<file path="src/rtl/hazard_stall_unit_if.sv">
// ============================================================================
// Module      : hazard_stall_unit_if
// Description : ID/EX hazard inputs and pipeline hold/flush controls.
// Revision    : 1.0 - initial release
// ============================================================================
`default_nettype none

interface hazard_stall_unit_if #(
  parameter int CNT_W = 16
);
  logic [1:0]       if_id_ra;
  logic [1:0]       if_id_rb;
  logic             if_id_uses_ra;
  logic             if_id_uses_rb;
  logic             id_ex_mem_read;
  logic [1:0]       id_ex_reg_dest;
  logic             branch_taken;
  logic             mem_busy;
  logic             pc_write_en;
  logic             if_id_write_en;
  logic             id_ex_write_en;
  logic             ex_mem_write_en;
  logic             if_id_flush;
  logic             id_ex_flush;
  logic [1:0]       hazard_state;
  logic [CNT_W-1:0] stall_count;

  modport master (
    output if_id_ra, if_id_rb, if_id_uses_ra, if_id_uses_rb,
           id_ex_mem_read, id_ex_reg_dest, branch_taken, mem_busy,
    input  pc_write_en, if_id_write_en, id_ex_write_en, ex_mem_write_en,
           if_id_flush, id_ex_flush, hazard_state, stall_count
  );

  modport slave (
    input  if_id_ra, if_id_rb, if_id_uses_ra, if_id_uses_rb,
           id_ex_mem_read, id_ex_reg_dest, branch_taken, mem_busy,
    output pc_write_en, if_id_write_en, id_ex_write_en, ex_mem_write_en,
           if_id_flush, id_ex_flush, hazard_state, stall_count
  );
endinterface

`default_nettype wire

</file>
<file path="src/rtl/hazard_stall_unit.sv">
// ============================================================================
// Module      : hazard_stall_unit
// Description : Load-use stall, branch flush and memory-wait freeze control.
// Revision    : 1.0 - initial release
// ============================================================================
`default_nettype none

module hazard_stall_unit #(
  parameter int LOAD_STALL_CYCLES = 1,
  parameter int CNT_W             = 16
) (
  input  logic               clk,
  input  logic               rst_n,
  hazard_stall_unit_if.slave hz
);

  localparam logic [1:0] c_ST_RUN        = 2'b00;
  localparam logic [1:0] c_ST_LOAD_STALL = 2'b01;
  localparam logic [1:0] c_ST_FREEZE     = 2'b10;
  localparam logic [2:0] c_REM_INIT      = 3'(LOAD_STALL_CYCLES - 1);
  localparam logic [CNT_W-1:0] c_CNT_ONE = {{(CNT_W-1){1'b0}}, 1'b1};

  logic [1:0]       r_state;
  logic [2:0]       r_remaining;
  logic [CNT_W-1:0] r_stall_count;

  logic [1:0] w_next_state;
  logic [2:0] w_next_remaining;
  logic       w_load_use;
  logic       w_stall_event;
  logic       w_pc_we;
  logic       w_if_id_we;
  logic       w_id_ex_we;
  logic       w_ex_mem_we;
  logic       w_if_id_flush;
  logic       w_id_ex_flush;

  assign w_load_use = hz.id_ex_mem_read &
                      ((hz.if_id_uses_ra & (hz.if_id_ra == hz.id_ex_reg_dest)) |
                       (hz.if_id_uses_rb & (hz.if_id_rb == hz.id_ex_reg_dest)));

  always_comb begin
    w_pc_we          = 1'b1;
    w_if_id_we       = 1'b1;
    w_id_ex_we       = 1'b1;
    w_ex_mem_we      = 1'b1;
    w_if_id_flush    = 1'b0;
    w_id_ex_flush    = 1'b0;
    w_next_state     = r_state;
    w_next_remaining = r_remaining;

    if (!rst_n) begin
      w_pc_we          = 1'b0;
      w_if_id_we       = 1'b0;
      w_id_ex_we       = 1'b0;
      w_ex_mem_we      = 1'b0;
      w_if_id_flush    = 1'b1;
      w_id_ex_flush    = 1'b1;
      w_next_state     = c_ST_RUN;
      w_next_remaining = 3'd0;
    end else if (hz.mem_busy) begin
      // Freeze everything; state and remaining bubbles are preserved
      w_pc_we     = 1'b0;
      w_if_id_we  = 1'b0;
      w_id_ex_we  = 1'b0;
      w_ex_mem_we = 1'b0;
    end else if (hz.branch_taken) begin
      w_if_id_flush    = 1'b1;
      w_id_ex_flush    = 1'b1;
      w_next_state     = c_ST_RUN;
      w_next_remaining = 3'd0;
    end else if ((r_state == c_ST_LOAD_STALL) || w_load_use) begin
      // Hold PC and IF/ID, inject a bubble into ID/EX
      w_pc_we       = 1'b0;
      w_if_id_we    = 1'b0;
      w_id_ex_flush = 1'b1;
      if (r_state == c_ST_LOAD_STALL) begin
        w_next_remaining = r_remaining - 3'd1;
        w_next_state     = (r_remaining == 3'd1) ? c_ST_RUN : c_ST_LOAD_STALL;
      end else if (LOAD_STALL_CYCLES > 1) begin
        w_next_state     = c_ST_LOAD_STALL;
        w_next_remaining = c_REM_INIT;
      end
    end
  end

  assign w_stall_event = rst_n & (~w_pc_we | w_if_id_flush | w_id_ex_flush);

  always_ff @(posedge clk or negedge rst_n) begin
    if (!rst_n) begin
      r_state       <= c_ST_RUN;
      r_remaining   <= 3'd0;
      r_stall_count <= '0;
    end else begin
      r_state     <= w_next_state;
      r_remaining <= w_next_remaining;
      if (w_stall_event && (r_stall_count != {CNT_W{1'b1}})) begin
        r_stall_count <= r_stall_count + c_CNT_ONE;
      end
    end
  end

  assign hz.pc_write_en     = w_pc_we;
  assign hz.if_id_write_en  = w_if_id_we;
  assign hz.id_ex_write_en  = w_id_ex_we;
  assign hz.ex_mem_write_en = w_ex_mem_we;
  assign hz.if_id_flush     = w_if_id_flush;
  assign hz.id_ex_flush     = w_id_ex_flush;
  assign hz.hazard_state    = (rst_n && hz.mem_busy) ? c_ST_FREEZE : r_state;
  assign hz.stall_count     = r_stall_count;

endmodule

`default_nettype wire

</file>
<file path="src/flat_wrapper.sv">
// flat-port wrapper written by rule: the top's interface ports become plain ports
module hazard_stall_unit_flat 
#(
  parameter int LOAD_STALL_CYCLES = 1,
  parameter int CNT_W             = 16
)
  (clk, rst_n, hz_if_id_ra, hz_if_id_rb, hz_if_id_uses_ra, hz_if_id_uses_rb, hz_id_ex_mem_read, hz_id_ex_reg_dest, hz_branch_taken, hz_mem_busy, hz_pc_write_en, hz_if_id_write_en, hz_id_ex_write_en, hz_ex_mem_write_en, hz_if_id_flush, hz_id_ex_flush, hz_hazard_state, hz_stall_count);
  hazard_stall_unit_if #(.CNT_W(CNT_W)) hz_i ();
  input  logic clk;
  input  logic rst_n;
  input wire logic [$bits(hz_i.if_id_ra)-1:0] hz_if_id_ra;
  input wire logic [$bits(hz_i.if_id_rb)-1:0] hz_if_id_rb;
  input wire logic [$bits(hz_i.if_id_uses_ra)-1:0] hz_if_id_uses_ra;
  input wire logic [$bits(hz_i.if_id_uses_rb)-1:0] hz_if_id_uses_rb;
  input wire logic [$bits(hz_i.id_ex_mem_read)-1:0] hz_id_ex_mem_read;
  input wire logic [$bits(hz_i.id_ex_reg_dest)-1:0] hz_id_ex_reg_dest;
  input wire logic [$bits(hz_i.branch_taken)-1:0] hz_branch_taken;
  input wire logic [$bits(hz_i.mem_busy)-1:0] hz_mem_busy;
  output wire logic [$bits(hz_i.pc_write_en)-1:0] hz_pc_write_en;
  output wire logic [$bits(hz_i.if_id_write_en)-1:0] hz_if_id_write_en;
  output wire logic [$bits(hz_i.id_ex_write_en)-1:0] hz_id_ex_write_en;
  output wire logic [$bits(hz_i.ex_mem_write_en)-1:0] hz_ex_mem_write_en;
  output wire logic [$bits(hz_i.if_id_flush)-1:0] hz_if_id_flush;
  output wire logic [$bits(hz_i.id_ex_flush)-1:0] hz_id_ex_flush;
  output wire logic [$bits(hz_i.hazard_state)-1:0] hz_hazard_state;
  output wire logic [$bits(hz_i.stall_count)-1:0] hz_stall_count;
  assign hz_i.if_id_ra = hz_if_id_ra;
  assign hz_i.if_id_rb = hz_if_id_rb;
  assign hz_i.if_id_uses_ra = hz_if_id_uses_ra;
  assign hz_i.if_id_uses_rb = hz_if_id_uses_rb;
  assign hz_i.id_ex_mem_read = hz_id_ex_mem_read;
  assign hz_i.id_ex_reg_dest = hz_id_ex_reg_dest;
  assign hz_i.branch_taken = hz_branch_taken;
  assign hz_i.mem_busy = hz_mem_busy;
  assign hz_pc_write_en = hz_i.pc_write_en;
  assign hz_if_id_write_en = hz_i.if_id_write_en;
  assign hz_id_ex_write_en = hz_i.id_ex_write_en;
  assign hz_ex_mem_write_en = hz_i.ex_mem_write_en;
  assign hz_if_id_flush = hz_i.if_id_flush;
  assign hz_id_ex_flush = hz_i.id_ex_flush;
  assign hz_hazard_state = hz_i.hazard_state;
  assign hz_stall_count = hz_i.stall_count;
  hazard_stall_unit #(.LOAD_STALL_CYCLES(LOAD_STALL_CYCLES), .CNT_W(CNT_W)) u_core (.clk(clk), .rst_n(rst_n), .hz(hz_i));
endmodule
</file>
<file path="config.mk">
export PLATFORM = sky130hd
export DESIGN_NAME = hazard_stall_unit_flat
export DESIGN_NICKNAME = d
export VERILOG_FILES = /design/src/rtl/hazard_stall_unit_if.sv /design/src/rtl/hazard_stall_unit.sv /design/src/flat_wrapper.sv
export SDC_FILE = /design/constraint.sdc
export NUM_CORES = 1
export LEC_CHECK = 0
export BUFFER_PORTS_ARGS = -buffer_cell sky130_fd_sc_hd__buf_2
export CAP_MARGIN = 0
export CORE_MARGIN = 3
export CORE_UTILIZATION = 50
export DETAILED_ROUTE_END_ITERATION = 8
export GPL_TIMING_DRIVEN = 0
export PLACE_DENSITY_LB_ADDON = 0.15
export SKIP_CTS_REPAIR_TIMING = 1
export SYNTH_ARGS = -nofsm -noshare
export SYNTH_HDL_FRONTEND = slang
export SYNTH_SLANG_ARGS = --single-unit
</file>
<file path="constraint.sdc">
create_clock -name clk -period 2.14 [get_ports clk]
set_clock_uncertainty 0.15 [all_clocks]
set_input_delay 0.107 -clock clk [delete_from_list [all_inputs] [get_ports clk]]
set_output_delay 0.107 -clock clk [all_outputs]
set_load 0.02 [all_outputs]
</file>
# Yosys cells after proc, flatten, opt, wreduce, memory -nomap -nowiden
# Index checks and enable logic that the tools add are counted.
classes:
  add_sub_neg: 2
  n_eq_ne: 8
  mux: 25
  bitwise_logic: 8
  reduce_logical: 4
ops:
  columns: ["cell", "count"]
  rows:
  - ["$add 16x1->16 const B", 1]
  - ["$ne 16x16->1 const B", 1]
  - ["$mux 3", 5]
  - ["$mux 1", 14]
  - ["$mux 2", 6]
  - ["$ne 3x1->1 const B", 2]
  - ["$and 1x1->1", 4]
  - ["$eq 2x2->1", 2]
  - ["$eq 3x1->1 const B", 1]
  - ["$or 1x1->1", 3]
  - ["$reduce_and 3->1", 1]
  - ["$sub 3x1->3 const B", 1]
  - ["$eq 2x1->1 const B", 1]
  - ["$logic_and 1x1->1", 2]
  - ["$ne 2x2->1 const B", 1]
  - ["$logic_or 1x1->1", 1]
  - ["$not 1->1", 1]
totals:
  reg_bits: 21
  inputBits: 13
  out_inout_bits: 24
  word_cells: 50

# Logic depth before layout (Yosys ltp)
logic_depth:
  ltp_word: 14
  ltp_mapped: 7
  ltp_nobuf: 6

# Worst setup path after synthesis
# Ideal clock, no wire load.
synth_path:
  kind: "reg-to-reg"
  startpoint: "register u_core.r_stall_count[0], in the netlist u_core.hz.stall_count[0]"
  endpoint: "register u_core.r_stall_count[1], in the netlist u_core.hz.stall_count[1]"
  setup_time_ns: 0.128
  arrival_ns: 1.794
  t_required_ns: 1.862
  path_slack_ns: 0.068
  path_stages_with_launch: 7
  path_buffers: 0
  synth_period_minus_slack_ns: 2.072
  cell_sequence: "dfrtp_1 > ha_1 > nand4_1 > or4_4 > nand2_4 > or2_4 > mux2_1"
synth_via:
  elab_chain_cells: 2
  elab_cells_between_ends: 3
  cone_classes: "add/sub: 1; eq/ne: 1; reduce/logical: 1"
synth_rtl:
  columns: ["item", "line", "source"]
  rows:
  - ["start, declared", "hazard_stall_unit.sv:25", "logic [CNT_W-1:0] r_stall_count;"]
  - ["start signal, assigned", "hazard_stall_unit.sv:98", "r_stall_count <= r_stall_count + c_CNT_ONE;"]
  - ["parallel branches: the longest is 2 deep, another holds $add 16x1->16", null, null]
# Several ways; the timed one is not identified.
# A chain may end at the register's enable or synchronous reset.

# Final worst setup path
layout_path:
  startpoint: "register u_core.r_stall_count[1], in the netlist u_core.hz.stall_count[1]"
  endpoint: "register u_core.r_stall_count[1], in the netlist u_core.hz.stall_count[1]"
# The elaborated chain is that of the path after synthesis.

==> flow_summary_export.csv <==
group,metric,value,unit
outcome,outcome,"complete, no violations",
flow_run,maxCapViolations,0,
power_and_ir_drop,power,991,uW
clock_network,cts_buffer_depth,2,
floorplanning,dieArea,3000,sq um
clock_network,htree_levels,1,
worst_setup_path,path_cells,"ha_1 > nand4_1 > or4_4 > nand2_4 > or2_4 > mux2_1",
power_and_ir_drop,p_per_area,686,nW/um^2
worst_setup_path,r2r_cells,6,
yosys,netlist-cell-type-count,37,
hold_path,hold_depth,3,
clock_network,cts_buffers,3,
sta,setup_ws,0.115,ns
placed_design,place_hpwl,1.85,mm
routing,routedWlPerCell,12.7,microns
layout,antennaDiodeCount,0,
routing,drt_wl_total,2.39,mm
worst_setup_path,worstPathArrival,2.07,ns
placed_design,post_dp_cell_area,1400,sq um
global_route,grt_pass1_vias,891,
layout,fin_cells,188,
yosys,synth_ff_type,"dfrtp_1",
floorplanning,rows,17,
sta,setup_violations,0,
sta,slew_viol_final,0,
routing,drtPass1Iterations,4,
worst_setup_path,slowest_delay,0.45,ns
yosys,syn_area,1190,sq um
worst_setup_path,path_depth,6,
sta,max_slew_margin,41.3,%
worst_setup_path,critPathRequiredTime,2.18,ns
layout,layout.nets,178,
yosys,synth_cells,119,
power_and_ir_drop,max-vdd-ir-drop,0.606,mV
yosys,synth_fp_nets,135,
yosys,yosys-top-cells-area,"dfrtp_1 (42%), xor2_1 (8.1%), xnor2_1 (5.9%)",
worst_setup_path,cpLargestDelayFamily,"simple AND/OR/NAND/NOR gates",
yosys,synth_seq_area_share,42.1,%
routing,drtAntennaViolNets,0,
hold_path,hold_class,"primary input to flop",
worst_setup_path,slowest_stage,"or4_4",
routing,viasPerCell,5.36,
layout,area_delta_synth_final,21.6,%
worst_setup_path,crit_buf_inv,0,
yosys,syn_area_per_cell,9.99,sq um
power_and_ir_drop,cellLeakagePower,0.000719,uW
placed_design,dp_cells,183,
routing,drt_iter0_markers,11,
clock_network,clk_latency,0.30,ns
clock_network,cts_tree,"done",
yosys,synth.largest_area_cell,"dfrtp_1",
sta,timing.fmax,494,MHz
floorplanning,initial_core_util,53.2,%
sta,post-route-period-util,94.6,%
yosys,synthArstFlopShare,100,%
sta,hold_viol,0,
sta,worst_pin_slew,0.877,ns
placed_design,gp_congestion,0.826,
clock_network,cts.sinks,20,
layout,final_area,1450,sq um
clock_network,cts_root_buf,"clkbuf_4",
yosys,netlist.area_leader.share,42.1,%
floorplanning,die_x,54.8,microns
placed_design,numPortBuffers,36,
floorplanning,coreArea,2230,sq um
floorplanning,io_pins,37,
floorplanning,die_h,54.8,microns
global_route,grt_first_pass_wirelength,3.77,mm
worst_setup_path,cp_max_fo,7,
sta,setup_tns,0,ns
worst_setup_path,cp-end-kind,"flop",
routing,vias,1008,
yosys,yosysWarnings,0,
global_route,antenna_found_initial,0,
clock_network,path_clk_slew,0.11,ns
yosys,synth_edf_count,0,
sta,grt_setup_unrepaired,"false",
global_route,grt_max_degree,24,
global_route,grt_usage,17.3,%
placed_design,dpl_worst_slack,0.0817,ns
sta,post-route-min-period,2.03,ns
worst_setup_path,critPathKind,"flop to flop",
layout,layout-drive-gt1-share,33.1,%
global_route,grt_overflow_total,0,
routing,drc,0,
worst_setup_path,startpoint_type,"flop",
yosys,ys_ff_latch,20,
## synthesized netlist by cell type (all sizes together), types with 2 or more instances
cell type and n:
inv 5, ha 3, nand3 8, dfrtp 20, o21ai 4, nand3b 2, and3 2, nor3b 3
nor2 7, nand4 6, xnor2 8, buf 4, nor4 3, nand2 9, nor4b 2, or2 2
and2 2, nor3 6, xor2 11, mux2 2
## cell type report
type | instances | area (sq um)
clock buffer | 3 | 22.5
tap | 28 | 35.0
buffer | 5 | 35.0
multi-input combinational | 89 | 634
sequential | 20 | 502
timing repair buffer | 38 | 198
inverter | 5 | 18.8
fill | 206 | 788
## kinds of logic after synthesis
family / after synthesis / synth area share, %
AO/OA/AOI/OAI: 6 / 2.95
AND/OR/NAND/NOR: 58 / 30.5
flip-flops: 20 / 42.1
adder cells (fa/ha/maj): 3 / 3.16
XOR/XNOR: 19 / 14.0
multiplexers: 3 / 2.74
buffers and inverters: 10 / 4.53
## metal layers
| layer | global-route usage (%) | share of wire, % |
|---|---|---|
| met4 | 4.98 | 1.3 |
| met1 | 22.6 | 46 |
| met3 | 3.27 | 5.0 |
| met2 | 28.7 | 47 |
| met5 | 0 | 0 |
## worst register-to-register path: stages, from the launching register on
cell	delay [ns]
dfrtp_1	0.42
ha_1	0.20
nand4_1	0.13
or4_4	0.45
nand2_4	0.13
or2_4	0.14
mux2_1	0.31
## report_power, final
part	leakage [uW]	internal [uW]	switching (uW)	total [uW]
sequential	0.000262	433	69.1	502
combinational	0.000444	134	179	313
clock	0.0000138	65.6	110	176
## state kept, by name, summed over array words and instances, names as in the netlist
name	count
u_core.hz.stall_count	16
u_core.r_remaining	3
u_core.r_state	1
## final timing paths
| check | end | start | slack [ns] |
|---|---|---|---|
| hold / removal | u_core.r_remaining[1]$_DFFE_PN0P_ | hz_branch_taken | 0.002 |
| max in group asynchronous | u_core.hz.stall_count[6]$_DFFE_PN0P_ | rst_n | 0.84 |
| hold reg to reg | u_core.hz.stall_count[11]$_DFFE_PN0P_ | u_core.hz.stall_count[11]$_DFFE_PN0P_ | 0.38 |
| setup / recovery | u_core.hz.stall_count[1]$_DFFE_PN0P_ | u_core.hz.stall_count[1]$_DFFE_PN0P_ | 0.11 |
| setup reg to reg | u_core.hz.stall_count[1]$_DFFE_PN0P_ | u_core.hz.stall_count[1]$_DFFE_PN0P_ | 0.11 |
| min in group asynchronous | u_core.hz.stall_count[8]$_DFFE_PN0P_ | rst_n | 0.41 |
## stage by stage
step	hold slack (ns)	utilization [%]
after CTS	-0.365	63.9
after floorplan	-0.339	-
after global routing	0.0267	64.7
after global placement	-0.0433	62.9
final	0.00228	64.7
after detailed placement	-0.0388	62.9
## placed cells by master (no fill, tap or decap), types with 4 or more instances in the layout
master	count
nor2_1	7
inv_1	5
xor2_1	11
o21ai_0	4
nor3_1	6
buf_2	37
nand2_1	8
dfrtp_1	19
xnor2_1	8
nand4_1	5
nand3_1	8
(Power assumes the default switching activity.)
